### config.mk
export PLATFORM = sky130hd
export DESIGN_NAME = adc_serial_sampler
export DESIGN_NICKNAME = d
export VERILOG_FILES = /design/src/rtl/adc_serial_sampler.sv
export SDC_FILE = /design/constraint.sdc
export NUM_CORES = 1
export LEC_CHECK = 0
export ABC_AREA = 1
export CORE_MARGIN = 8
export CORE_UTILIZATION = 30
export CTS_CLUSTER_SIZE = 8
export DETAILED_ROUTE_END_ITERATION = 12
export MAX_ROUTING_LAYER = met4
export PLACE_DENSITY_LB_ADDON = 0.1
export SETUP_SLACK_MARGIN = 0.5
export SLEW_MARGIN = 10
export SYNTH_ARGS = -nofsm -noshare
export SYNTH_HDL_FRONTEND = slang
export SYNTH_SLANG_ARGS = --single-unit
export TNS_END_PERCENT = 20
### constraint.sdc
create_clock -name clk -period 2 [get_ports clk]
set_input_delay 0.3 -clock clk [delete_from_list [all_inputs] [get_ports clk]]
set_output_delay 0.3 -clock clk [all_outputs]
set_load 0.03 [all_outputs]
### src/rtl/adc_serial_sampler.sv
`default_nettype none
// adc_serial_sampler: periodically triggers a serial ADC, shifts in one MSB-first
// result and publishes it with a one-cycle valid strobe.  Rev 1.0
module adc_serial_sampler #(
   parameter int DATA_BITS     = 12,
   parameter int CFG_BITS      = 6,
   parameter int CLK_DIV       = 2,
   parameter int CONV_HIGH     = 2,
   parameter int CONV_WAIT     = 80,
   parameter int SAMPLE_PERIOD = 256
) (
   input  logic                 clk,
   input  logic                 reset_n,
   input  logic                 run,
   input  logic [CFG_BITS-1:0]  cfg,
   output logic                 adc_convst,
   output logic                 adc_sclk,
   output logic                 adc_sdi,
   input  logic                 adc_sdo,
   output logic [DATA_BITS-1:0] sample,
   output logic                 sample_valid,
   output logic                 busy,
   output logic                 overrun
);

   localparam int c_max_a = (CONV_HIGH > CONV_WAIT) ? CONV_HIGH : CONV_WAIT;
   localparam int c_max   = (c_max_a > CLK_DIV) ? c_max_a : CLK_DIV;
   localparam int c_cw    = (c_max > 1) ? $clog2(c_max) : 1;
   localparam int c_bw    = (DATA_BITS > 1) ? $clog2(DATA_BITS) : 1;
   localparam int c_pw    = (SAMPLE_PERIOD > 1) ? $clog2(SAMPLE_PERIOD) : 1;

   typedef enum logic [2:0] {
      S_IDLE  = 3'd0,
      S_CONV  = 3'd1,
      S_WAIT  = 3'd2,
      S_SHIFT = 3'd3,
      S_DONE  = 3'd4
   } state_t;

   state_t               state_q,  state_d;
   logic [c_pw-1:0]      per_q,    per_d;
   logic [c_cw-1:0]      cnt_q,    cnt_d;
   logic [c_bw-1:0]      bit_q,    bit_d;
   logic [CFG_BITS-1:0]  sdi_sr_q, sdi_sr_d;
   logic [DATA_BITS-1:0] rx_q,     rx_d;
   logic [DATA_BITS-1:0] sample_q, sample_d;
   logic                 convst_q, convst_d;
   logic                 sclk_q,   sclk_d;
   logic                 sdi_q,    sdi_d;
   logic                 valid_q,  valid_d;
   logic                 ovr_q,    ovr_d;
   logic                 w_tick;

   assign w_tick = run && (per_q == '0);

   always_ff @(posedge clk or negedge reset_n) begin
      if (!reset_n) begin
         state_q  <= S_IDLE;
         per_q    <= '0;
         cnt_q    <= '0;
         bit_q    <= '0;
         sdi_sr_q <= '0;
         rx_q     <= '0;
         sample_q <= '0;
         convst_q <= 1'b0;
         sclk_q   <= 1'b0;
         sdi_q    <= 1'b0;
         valid_q  <= 1'b0;
         ovr_q    <= 1'b0;
      end else begin
         state_q  <= state_d;
         per_q    <= per_d;
         cnt_q    <= cnt_d;
         bit_q    <= bit_d;
         sdi_sr_q <= sdi_sr_d;
         rx_q     <= rx_d;
         sample_q <= sample_d;
         convst_q <= convst_d;
         sclk_q   <= sclk_d;
         sdi_q    <= sdi_d;
         valid_q  <= valid_d;
         ovr_q    <= ovr_d;
      end
   end

   always_comb begin
      state_d  = state_q;
      per_d    = '0;
      cnt_d    = cnt_q;
      bit_d    = bit_q;
      sdi_sr_d = sdi_sr_q;
      rx_d     = rx_q;
      sample_d = sample_q;
      convst_d = convst_q;
      sclk_d   = sclk_q;
      sdi_d    = sdi_q;
      valid_d  = 1'b0;
      ovr_d    = ovr_q | (w_tick && (state_q != S_IDLE));

      if (run) begin
         per_d = (per_q == c_pw'(SAMPLE_PERIOD - 1)) ? '0 : per_q + 1'b1;
      end

      case (state_q)
         S_IDLE: begin
            if (w_tick) begin
               state_d  = S_CONV;
               convst_d = 1'b1;
               sdi_sr_d = cfg;
               rx_d     = '0;
               cnt_d    = '0;
            end
         end
         S_CONV: begin
            if (cnt_q == c_cw'(CONV_HIGH - 1)) begin
               state_d  = S_WAIT;
               convst_d = 1'b0;
               cnt_d    = '0;
               sdi_d    = sdi_sr_q[CFG_BITS-1];
               sdi_sr_d = sdi_sr_q << 1;
            end else begin
               cnt_d = cnt_q + 1'b1;
            end
         end
         S_WAIT: begin
            if (cnt_q == c_cw'(CONV_WAIT - 1)) begin
               state_d = S_SHIFT;
               cnt_d   = '0;
               bit_d   = '0;
            end else begin
               cnt_d = cnt_q + 1'b1;
            end
         end
         S_SHIFT: begin
            if (cnt_q == c_cw'(CLK_DIV - 1)) begin
               cnt_d = '0;
               if (!sclk_q) begin
                  // The edge that raises SCLK is the one that samples SDO.
                  sclk_d = 1'b1;
                  rx_d   = {rx_q[DATA_BITS-2:0], adc_sdo};
               end else begin
                  sclk_d   = 1'b0;
                  sdi_d    = sdi_sr_q[CFG_BITS-1];
                  sdi_sr_d = sdi_sr_q << 1;
                  if (bit_q == c_bw'(DATA_BITS - 1)) begin
                     state_d = S_DONE;
                  end else begin
                     bit_d = bit_q + 1'b1;
                  end
               end
            end else begin
               cnt_d = cnt_q + 1'b1;
            end
         end
         S_DONE: begin
            state_d  = S_IDLE;
            sample_d = rx_q;
            valid_d  = 1'b1;
            sdi_d    = 1'b0;
         end
         default: begin
            state_d = S_IDLE;
         end
      endcase
   end

   assign adc_convst   = convst_q;
   assign adc_sclk     = sclk_q;
   assign adc_sdi      = sdi_q;
   assign sample       = sample_q;
   assign sample_valid = valid_q;
   assign busy         = (state_q != S_IDLE);
   assign overrun      = ovr_q;

endmodule
`default_nettype wire

==> flow_summary.json, run 1 <==
{
  "status": "complete, no violations",
  "postLayoutCoreUtil": 0.408,
  "syn-cell-area_um2": 2920,
  "grt_max_degree": 58,
  "drt_iter0_drc": 90,
  "synthAdderAreaFrac": 0.0214,
  "viasPerCell": 4.30,
  "worst-r2r-setup-slack_ns": 0.46,
  "slew_headroom": 0.763,
  "rsz0062_at_grt": "yes",
  "min_period_ns": 1.67,
  "p_per_area_nw_per_um2": 568,
  "max-cap-violations": 0,
  "boundaryPins": 28,
  "cts_root_buf": "clkbuf_8",
  "slowest_delay_ns": 0.68,
  "syn_avg_cell_area_um2": 8.00,
  "slowest_stage": "clkdlybuf4s50_1",
  "leakage_nw": 1.94,
  "place_area_um2": 3370,
  "layout-drive-gt1-share": 0.224,
  "crit_buf_inv": 1,
  "routedWlPerCell_um": 12.2,
  "yosysWarnings": 0,
  "synth_nets": 380,
  "ys_ff_latch": 57,
  "antenna_left": 0,
  "synthDominantCellAreaShare": 0.488,
  "cp-end-kind": "output port",
  "synthSimpleGateAreaFrac": 0.331,
  "cts_buffer_depth": 2,
  "synth_xor_area_frac": 0.0300,
  "grt_pass1_wl_um": 11400,
  "gp_congestion": 0.760,
  "area_growth_pct": 33.9,
  "grt_pass1_vias": 2342,
  "ys_top_cells_by_area": "dfrtp_1 49%, nand2_1 15%, nor2_1 5.1%",
  "num_vias": 2395,
  "top_usage_layer": "met2",
  "cts_tree": "done",
  "fin_nets": 434,
  "met1_usage": 0.139,
  "skew_ns": 0.0151,
  "cts_max_level": 3,
  "core_um2": 9590,
  "synth_compound_area_frac": 0.0583,
  "port_buffers": 27,
  "diodes": 0,
  "fmax_mhz": 597,
  "setup-tns-final_ns": 0,
  "antenna_found_initial": 0,
  "hold_viol_final": 0,
  "numCtsBuffers": 9,
  "groute.usage.overall": 0.114,
  "synth_mux_area_frac": 0,
  "die_w_um": 115,
  "tightest_slew_ns": 0.353,
  "die_area_um2": 13100,
  "placementRows": 36,
  "ys.flop_type": "dfrtp_1",
  "grt.overflow.total": 0,
  "synth_seq_area_share": 0.488,
  "synth_common_cells": "118 x nand2_1, 57 x dfrtp_1, 40 x nor2_1",
  "synth_cells": 365,
  "clk-insertion-delay-late_ns": 0.35,
  "start_kind": "flip-flop",
  "path_delay_family": "buffers and inverters",
  "critical_path_arrival_ns": 1.37,
  "peakVddDrop_v": 0.000213,
  "grt_use_met2": 0.173,
  "drc": 0,
  "initial_core_util": 0.304,
  "synth-edff-count": 0,
  "routed_wl_um": 6790,
  "synth_top_family_by_area": "simple AND/OR/NAND/NOR gates",
  "crit_type": "reg -> out",
  "setup_viol": 0,
  "maxSlewViolCount": 0,
  "cp_cell_sequence": "clkdlybuf4s50_1",
  "min_period_over_period": 0.837,
  "clock-sinks": 57,
  "die_h_um": 115,
  "synthArstFlopShare": 1.00,
  "dr.pass1.iters": 5,
  "stdcell_area_um2": 3910,
  "hpwl_um": 4330,
  "grt_util_met3": 0.0264,
  "clk_pin_slew_worst_paths_ns": 0.07,
  "cp_max_fo": 2,
  "num-fill-cells": 1022,
  "synth.most_common_cell": "nand2_1",
  "yosysTopAreaCell": "dfrtp_1",
  "yosysUniqueCellTypes": 30,
  "hp-class": "reg -> reg",
  "required_ns": 1.70
}
timing repair:
item | CTS | global route
hold buffers | 1 | 0
gates cloned | 0 | 2
hold endpoints to repair | 57 | 0
gates resized for setup | 12 | 51
pin swaps | 7 | 17
setup endpoints to repair | 51 | 55
buffers inserted | 8 | 6
power breakdown:
group          switching (mW)  internal, mW  total [mW]
clock                   0.491         0.440       0.931
sequential             0.0125          1.17        1.18
combinational          0.0596        0.0450       0.105
total                   0.563          1.66        2.22
per-layer routing:
layer	part of all wire	vias to the layer above
li1	-	1243
met5	0	-
met2	0.45	26
met3	0.029	9
met1	0.51	1117
met4	0.014	0
through the flow:
| step | std cells | power [mW] | worst slack, ns | hold slack [ns] |
|---|---|---|---|---|
| 2_1_floorplan | 365 | 1.25 | 0.569 | 0.00441 |
| 3_3_place_gp | 524 | 1.30 | 0.220 | 0.337 |
| 3_5_place_dp | 524 | 1.30 | 0.165 | 0.338 |
| 4_1_cts | 549 | 2.26 | 0.240 | 0.472 |
| 5_1_grt | 557 | 2.34 | 0.269 | 0.492 |
| 6_report | 557 | 2.22 | 0.326 | 0.472 |
layout by cell type, fill, tap and decap left out, types with 3 or more instances in the layout:
| master | synthesis | final |
|---|---|---|
| inv_1 | 35 | 34 |
| dlygate4sd2_1 | 0 | 3 |
| clkdlybuf4s50_1 | 0 | 21 |
| nand2_8 | 0 | 4 |
| o21ai_0 | 21 | 21 |
| nor3_1 | 3 | 3 |
| xor2_1 | 9 | 9 |
| dfrtp_1 | 57 | 56 |
| a21oi_1 | 4 | 4 |
| inv_2 | 7 | 5 |
| nand2_1 | 118 | 104 |
| nand3_2 | 2 | 7 |
| clkinv_2 | 0 | 4 |
| nand3b_1 | 4 | 4 |
| nor2_2 | 1 | 4 |
| nand2_4 | 4 | 9 |
| clkbuf_8 | 0 | 9 |
| nor2_4 | 3 | 4 |
| nand3_1 | 29 | 22 |
| nand2_2 | 6 | 12 |
| nor2_1 | 40 | 36 |
| buf_4 | 2 | 15 |
| buf_6 | 2 | 3 |
flip-flops by register name (all words and copies together), names as in the netlist:
| signal | cells |
|---|---|
| adc_sclk | 1 |
| sample_valid | 1 |
| per_q | 8 |
| overrun | 1 |
| rx_q | 12 |
| adc_convst | 1 |
| bit_q | 4 |
| state_q | 3 |
| sdi_sr_q | 6 |
| cnt_q | 7 |
| sample | 12 |
| adc_sdi | 1 |
cell families (layout without fill, tap and decap cells):
| family | after synthesis | after routing |
|---|---|---|
| compound gates | 30 | 30 |
| flops | 57 | 57 |
| fa+ha+maj | 5 | 5 |
| buf+inv | 49 | 107 |
| xor+xnor | 10 | 10 |
| simple gates | 214 | 215 |
final cells by class:
| type | count | area (um2) | area share |
|---|---|---|---|
| Sequential cell | 57 | 1430 | 0.365 |
| Tap cell | 133 | 166 | 0.0426 |
| Multi-Input combinational cell | 260 | 1500 | 0.383 |
| Clock inverter | 6 | 35.0 | 0.00896 |
| Inverter | 42 | 175 | 0.0448 |
| Clock buffer | 10 | 128 | 0.0326 |
| Timing Repair Buffer | 49 | 480 | 0.123 |
worst paths after layout:
path,to,depth (start not counted),from
hold / removal,rx_q[5],2,rx_q[5]
setup / recovery,sample[3],1,sample[3]
min in group asynchronous,sdi_sr_q[2],3,reset_n
max in group asynchronous,sample[0],3,reset_n
setup reg to reg,sdi_sr_q[5],11,cnt_q[1]
hold reg to reg,rx_q[5],2,rx_q[5]
Note: power is estimated with default switching activity, not from simulation.
==> run 2, diff against run 1 <==
clock period = 1.5 ns   (was 2 ns; I/O delays follow)
==> flow_summary.json, run 2 (synthesized netlist as in run 1, its figures left out) <==
{
  "clk-insertion-delay-late_ns": 0.33,
  "slowest_delay_ns": 0.38,
  "drc": 0,
  "required_ns": 1.76,
  "r2r_cells": 11,
  "boundaryPins": 28,
  "antenna_left": 0,
  "fin_cells": 579,
  "clock-sinks": 57,
  "violations": "negative setup slack",
  "mostFrequentLayoutCells": "106 x nand2_1, 56 x dfrtp_1, 36 x nor2_1, 36 x buf_4, 33 x inv_1",
  "dr.pass1.iters": 4,
  "initial_core_util": 0.304,
  "grt.overflow.total": 0,
  "slowest_stage": "dfrtp_1",
  "start_kind": "flip-flop",
  "skew_ns": 0.0107,
  "fin_nets": 456,
  "r2r-end": "sdi_sr_q[0]",
  "min_period_over_period": 1.02,
  "hold_viol_final": 0,
  "status": "finished with violations",
  "layout-drive-gt1-share": 0.314,
  "core_um2": 9590,
  "num-fill-cells": 1000,
  "routed_wl_um": 6810,
  "cp_cell_sequence": "inv_1, ha_1, inv_2, nor2_4, nand3_4, nand2_4, nand2_2, nor2_4, buf_4, nand3b_1, nand2_1",
  "crit_type": "reg -> reg",
  "viasPerCell": 4.26,
  "hpwl_um": 4530,
  "antenna_found_initial": 0,
  "r2r_start": "cnt_q[1]",
  "cts_tree": "done",
  "tightest_slew_ns": 0.335,
  "slew_headroom": 0.777,
  "leakage_nw": 2.11,
  "cts_root_buf": "clkbuf_8",
  "hp-class": "in -> async",
  "die_area_um2": 13100,
  "routedWlPerCell_um": 11.8,
  "cp_max_fo": 5,
  "die_w_um": 115,
  "p_per_area_nw_per_um2": 735,
  "setup_viol": 7,
  "fmax_mhz": 652,
  "place_area_um2": 3580,
  "placementRows": 36,
  "crit_top_cell": "nor2_4",
  "maxSlewViolCount": 0,
  "postLayoutCoreUtil": 0.434,
  "register_area_um2": 1430,
  "mostFrequentLayoutCell": "nand2_1",
  "grt_max_degree": 58,
  "grt_pass1_vias": 2484,
  "path_delay_family": "simple AND/OR/NAND/NOR gates",
  "clk_pin_slew_worst_paths_ns": 0.07,
  "gp_congestion": 0.765,
  "min_period_ns": 1.53,
  "area_growth_pct": 42.5,
  "stdcell_area_um2": 4160,
  "setup_ws_ns": -0.0336,
  "multi_input_area_um2": 1530,
  "pre_cts_ws_ns": -0.130,
  "critical_path_arrival_ns": 1.80,
  "peakVddDrop_v": 0.000366,
  "grt_pass1_wl_um": 11500,
  "groute.usage.overall": 0.112,
  "dp_cells": 550,
  "die_h_um": 115,
  "cts_buffer_depth": 2,
  "cts_max_level": 3,
  "numCtsBuffers": 9,
  "max-cap-violations": 0,
  "drt_iter0_drc": 87,
  "diodes": 0,
  "worst-r2r-setup-slack_ns": -0.03,
  "crit_buf_inv": 3,
  "setup-tns-final_ns": -0.0859,
  "cp-end-kind": "flip-flop",
  "port_buffers": 27,
  "rsz0062_at_grt": "yes",
  "num_vias": 2464
}
-- run 2: worst max path at each step --
| stage | startpoint | slack (ns) | cells after the start | end |
|---|---|---|---|---|
| after floorplan | cnt_q[1] | 0.07 | 11 | sdi_sr_q[0] |
| after global placement | run | -0.12 | 8 | cnt_q[6] |
| after detailed placement | run | -0.13 | 10 | rx_q[9] |
| after CTS | cnt_q[1] | -0.05 | 11 | sdi_sr_q[0] |
| after global routing | cnt_q[1] | -0.15 | 11 | sdi_sr_q[0] |
| final | cnt_q[1] | -0.03 | 11 | sdi_sr_q[0] |
-- run 2: area by class of cell --
class,instances,share of cell area
well taps,133,0.0400
inverters,42,0.0415
flip-flops and latches,57,0.343
multi-input cells,260,0.367
clock inverters,5,0.00722
clock buffers,11,0.0364
repair buffers,71,0.165
-- run 2: per-layer routing --
layer | share of wire | vias to the layer above | wire length [um] | global-route usage
li1 | - | 1293 | - | -
met1 | 0.48 | 1138 | 3250 | 0.134
met2 | 0.47 | 24 | 3230 | 0.173
met3 | 0.033 | 9 | 228 | 0.0343
met4 | 0.014 | 0 | 95 | 0.0453
met5 | 0 | - | 0 | -
-- run 2: where the power goes --
| part | switching, mW | total [mW] | internal (mW) |
|---|---|---|---|
| Combinational | 0.0919 | 0.168 | 0.0756 |
| Sequential | 0.0133 | 1.58 | 1.56 |
| Clock | 0.637 | 1.32 | 0.680 |
-- run 2: through the flow --
stage               hold WS [ns]  power (mW)
floorplan                -0.0706        1.66
detailed placement         0.263        1.75
finish                     0.404        3.06
CTS                        0.430        3.10
global route               0.440        3.21
global placement           0.260        1.75
-- run 2: what timing repair did --
action,4_1_cts,5_1_grt
hold buffers,1,0
endpoints found under the setup margin,74,74
gates cloned,0,2
pin swaps,8,20
setup buffers,4,6
hold endpoints to repair,57,0
gates resized for setup,131,51
-- run 2: worst reg2reg max path, cell delays in order (launching register included) --
cell and delay, ns:
dfrtp_1 0.38, inv_1 0.06, ha_1 0.14, inv_2 0.05, nor2_4 0.09, nand3_4 0.12
nand2_4 0.13, nand2_2 0.07, nor2_4 0.16, buf_4 0.14, nand3b_1 0.07, nand2_1 0.06
==> run 3, diff against run 2 <==
GPL_TIMING_DRIVEN = 0   (was not set)
SLEW_MARGIN = not set   (was 10)
==> flow_summary.json, run 3 (synthesized netlist as in run 1, its figures left out) <==
{
  "dr.pass1.iters": 4,
  "stdcell_area_um2": 4060,
  "cp-end-kind": "flip-flop",
  "antenna_found_initial": 0,
  "leakage_nw": 2.06,
  "critical_path_arrival_ns": 1.77,
  "skew_ns": 0.0102,
  "layout-drive-gt1-share": 0.289,
  "groute.usage.overall": 0.117,
  "postLayoutCoreUtil": 0.424,
  "fin_nets": 442,
  "max-cap-violations": 0,
  "worst-r2r-setup-slack_ns": -0.05,
  "routedWlPerCell_um": 12.3,
  "crit_buf_inv": 3,
  "numCtsBuffers": 9,
  "r2r-end": "rx_q[11]",
  "viasPerCell": 4.38,
  "hold_viol_final": 46,
  "grt_max_degree": 58,
  "drc": 0,
  "die_area_um2": 13100,
  "cts_root_buf": "clkbuf_8",
  "mostFrequentLayoutCell": "nand2_1",
  "cp_max_fo": 5,
  "min_period_ns": 1.55,
  "boundaryPins": 28,
  "crit_end": "rx_q[11]",
  "routed_wl_um": 6970,
  "grt_pass1_wl_um": 11900,
  "p_int_mw": 2.99,
  "diodes": 0,
  "hp-class": "in -> async",
  "clk-insertion-delay-late_ns": 0.33,
  "gp_congestion": 0.776,
  "crit_type": "reg -> reg",
  "comb_power_share": 0.040,
  "cp_cell_sequence": "ha_2, inv_2, nor2_4, nand3_4, nand2_4, nand2_4, inv_4, nand2_4, clkbuf_16, nand2_1, nand2_1",
  "min_period_over_period": 1.04,
  "r2r_start": "cnt_q[0]",
  "die_w_um": 115,
  "maxSlewViolCount": 0,
  "cp.depth": 11,
  "cts_tree": "done",
  "initial_core_util": 0.304,
  "seqPwrFrac": 0.421,
  "clk_pin_slew_worst_paths_ns": 0.07,
  "fmax_mhz": 644,
  "drt_iter0_drc": 89,
  "setup_viol": 19,
  "slowest_stage": "dfrtp_1",
  "tightest_slew_ns": 0.762,
  "p_switching_mw": 0.757,
  "r2r_cells": 11,
  "rsz0062_at_grt": "yes",
  "placementRows": 36,
  "clockPowerShare": 0.539,
  "antenna_left": 0,
  "place_area_um2": 3350,
  "grt_pass1_vias": 2461,
  "core_um2": 9590,
  "setup_ws_ns": -0.0538,
  "p_per_area_nw_per_um2": 921,
  "slew_headroom": 0.492,
  "required_ns": 1.72,
  "violations": "negative hold slack, negative setup slack",
  "crit_top_cell": "nand2_4",
  "num_vias": 2473,
  "switching_share": 0.202,
  "peakVddDrop_v": 0.000535,
  "area_growth_pct": 39.2,
  "mostFrequentLayoutCells": "102 x nand2_1, 56 x dfrtp_1, 35 x nor2_1",
  "hpwl_um": 4530,
  "startpoint": "cnt_q[0]",
  "grt.overflow.total": 0,
  "status": "finished with violations",
  "path_delay_family": "simple AND/OR/NAND/NOR gates",
  "die_h_um": 115,
  "port_buffers": 27,
  "cts_max_level": 3,
  "slowest_delay_ns": 0.42,
  "cts_buffer_depth": 2,
  "clock-sinks": 57,
  "timing.hold.ws_ns": -0.0447,
  "start_kind": "flip-flop"
}
-- run 3: cell types whose count changed in the layout (fill, tap and decap cells not counted), sizes merged --
cell	before	now
nand2	129	128
inv	41	42
dlygate4sd3	1	0
bufinv	0	4
clkdlybuf4s15	0	1
buf	61	46
clkbuf	12	14
clkinv	4	1
clkinvlp	2	0
-- run 3: final cells by class --
cell class	instances	area, um2
Timing Repair Buffer	51	495
Tap cell	133	166
Multi-Input combinational cell	259	1470
Sequential cell	57	1430
Fill cell	982	5530
Buffer	7	65.1
Clock inverter	5	125
Clock buffer	11	151
Inverter	42	163
-- run 3: how the worst min path moves through the flow --
stage	end	slack, ns	cells after the start
after floorplan	adc_convst	-0.07	0
after global placement	rx_q[10]	0.45	2
after detailed placement	sdi_sr_q[2]	0.36	1
after CTS	overrun	-0.003	1
after global routing	sdi_sr_q[2]	0.04	1
final	sdi_sr_q[2]	-0.04	1
-- run 3: timing repair --
| item | in CTS | in global routing |
|---|---|---|
| gates resized for setup | 143 | 38 |
| endpoints found under the hold margin | 7 | 0 |
| setup endpoints to repair | 73 | 74 |
| buffers inserted | 16 | 7 |
| cloned | 0 | 1 |
| pin swaps | 8 | 7 |
-- run 3: routing by layer --
layer	wire [um]	vias up	GRT usage
met2	3300	35	0.183
met1	3260	1163	0.141
met5	0	-	-
met3	297	9	0.0327
met4	116	0	0.0390
li1	-	1266	-
-- run 3: power groups by stage --
| stage | clock [mW] | sequential [mW] | combinational [mW] |
|---|---|---|---|
| final | 2.02 | 1.58 | 0.150 |
| after global routing | 2.14 | 1.58 | 0.177 |
| after CTS | 2.07 | 1.57 | 0.136 |
| after detailed placement | 0 | 1.61 | 0.128 |
| after global placement | 0 | 1.61 | 0.127 |
| after floorplan | 0 | 1.60 | 0.0584 |
-- run 3: through the flow --
| stage | TNS [ns] | hold WS [ns] | total power, mW | instances | worst slack, ns |
|---|---|---|---|---|---|
| detailed placement | -7.66 | 0.361 | 1.73 | 525 | -0.304 |
| global placement | -115.58 | 0.454 | 1.73 | 525 | -1.88 |
| global route | -4.11 | 0.0375 | 3.90 | 565 | -0.171 |
| finish | -0.582 | -0.0447 | 3.74 | 565 | -0.0538 |
| CTS | -1.18 | -0.00284 | 3.78 | 557 | -0.0824 |
| floorplan | 0 | -0.0706 | 1.66 | 365 | 0.0693 |
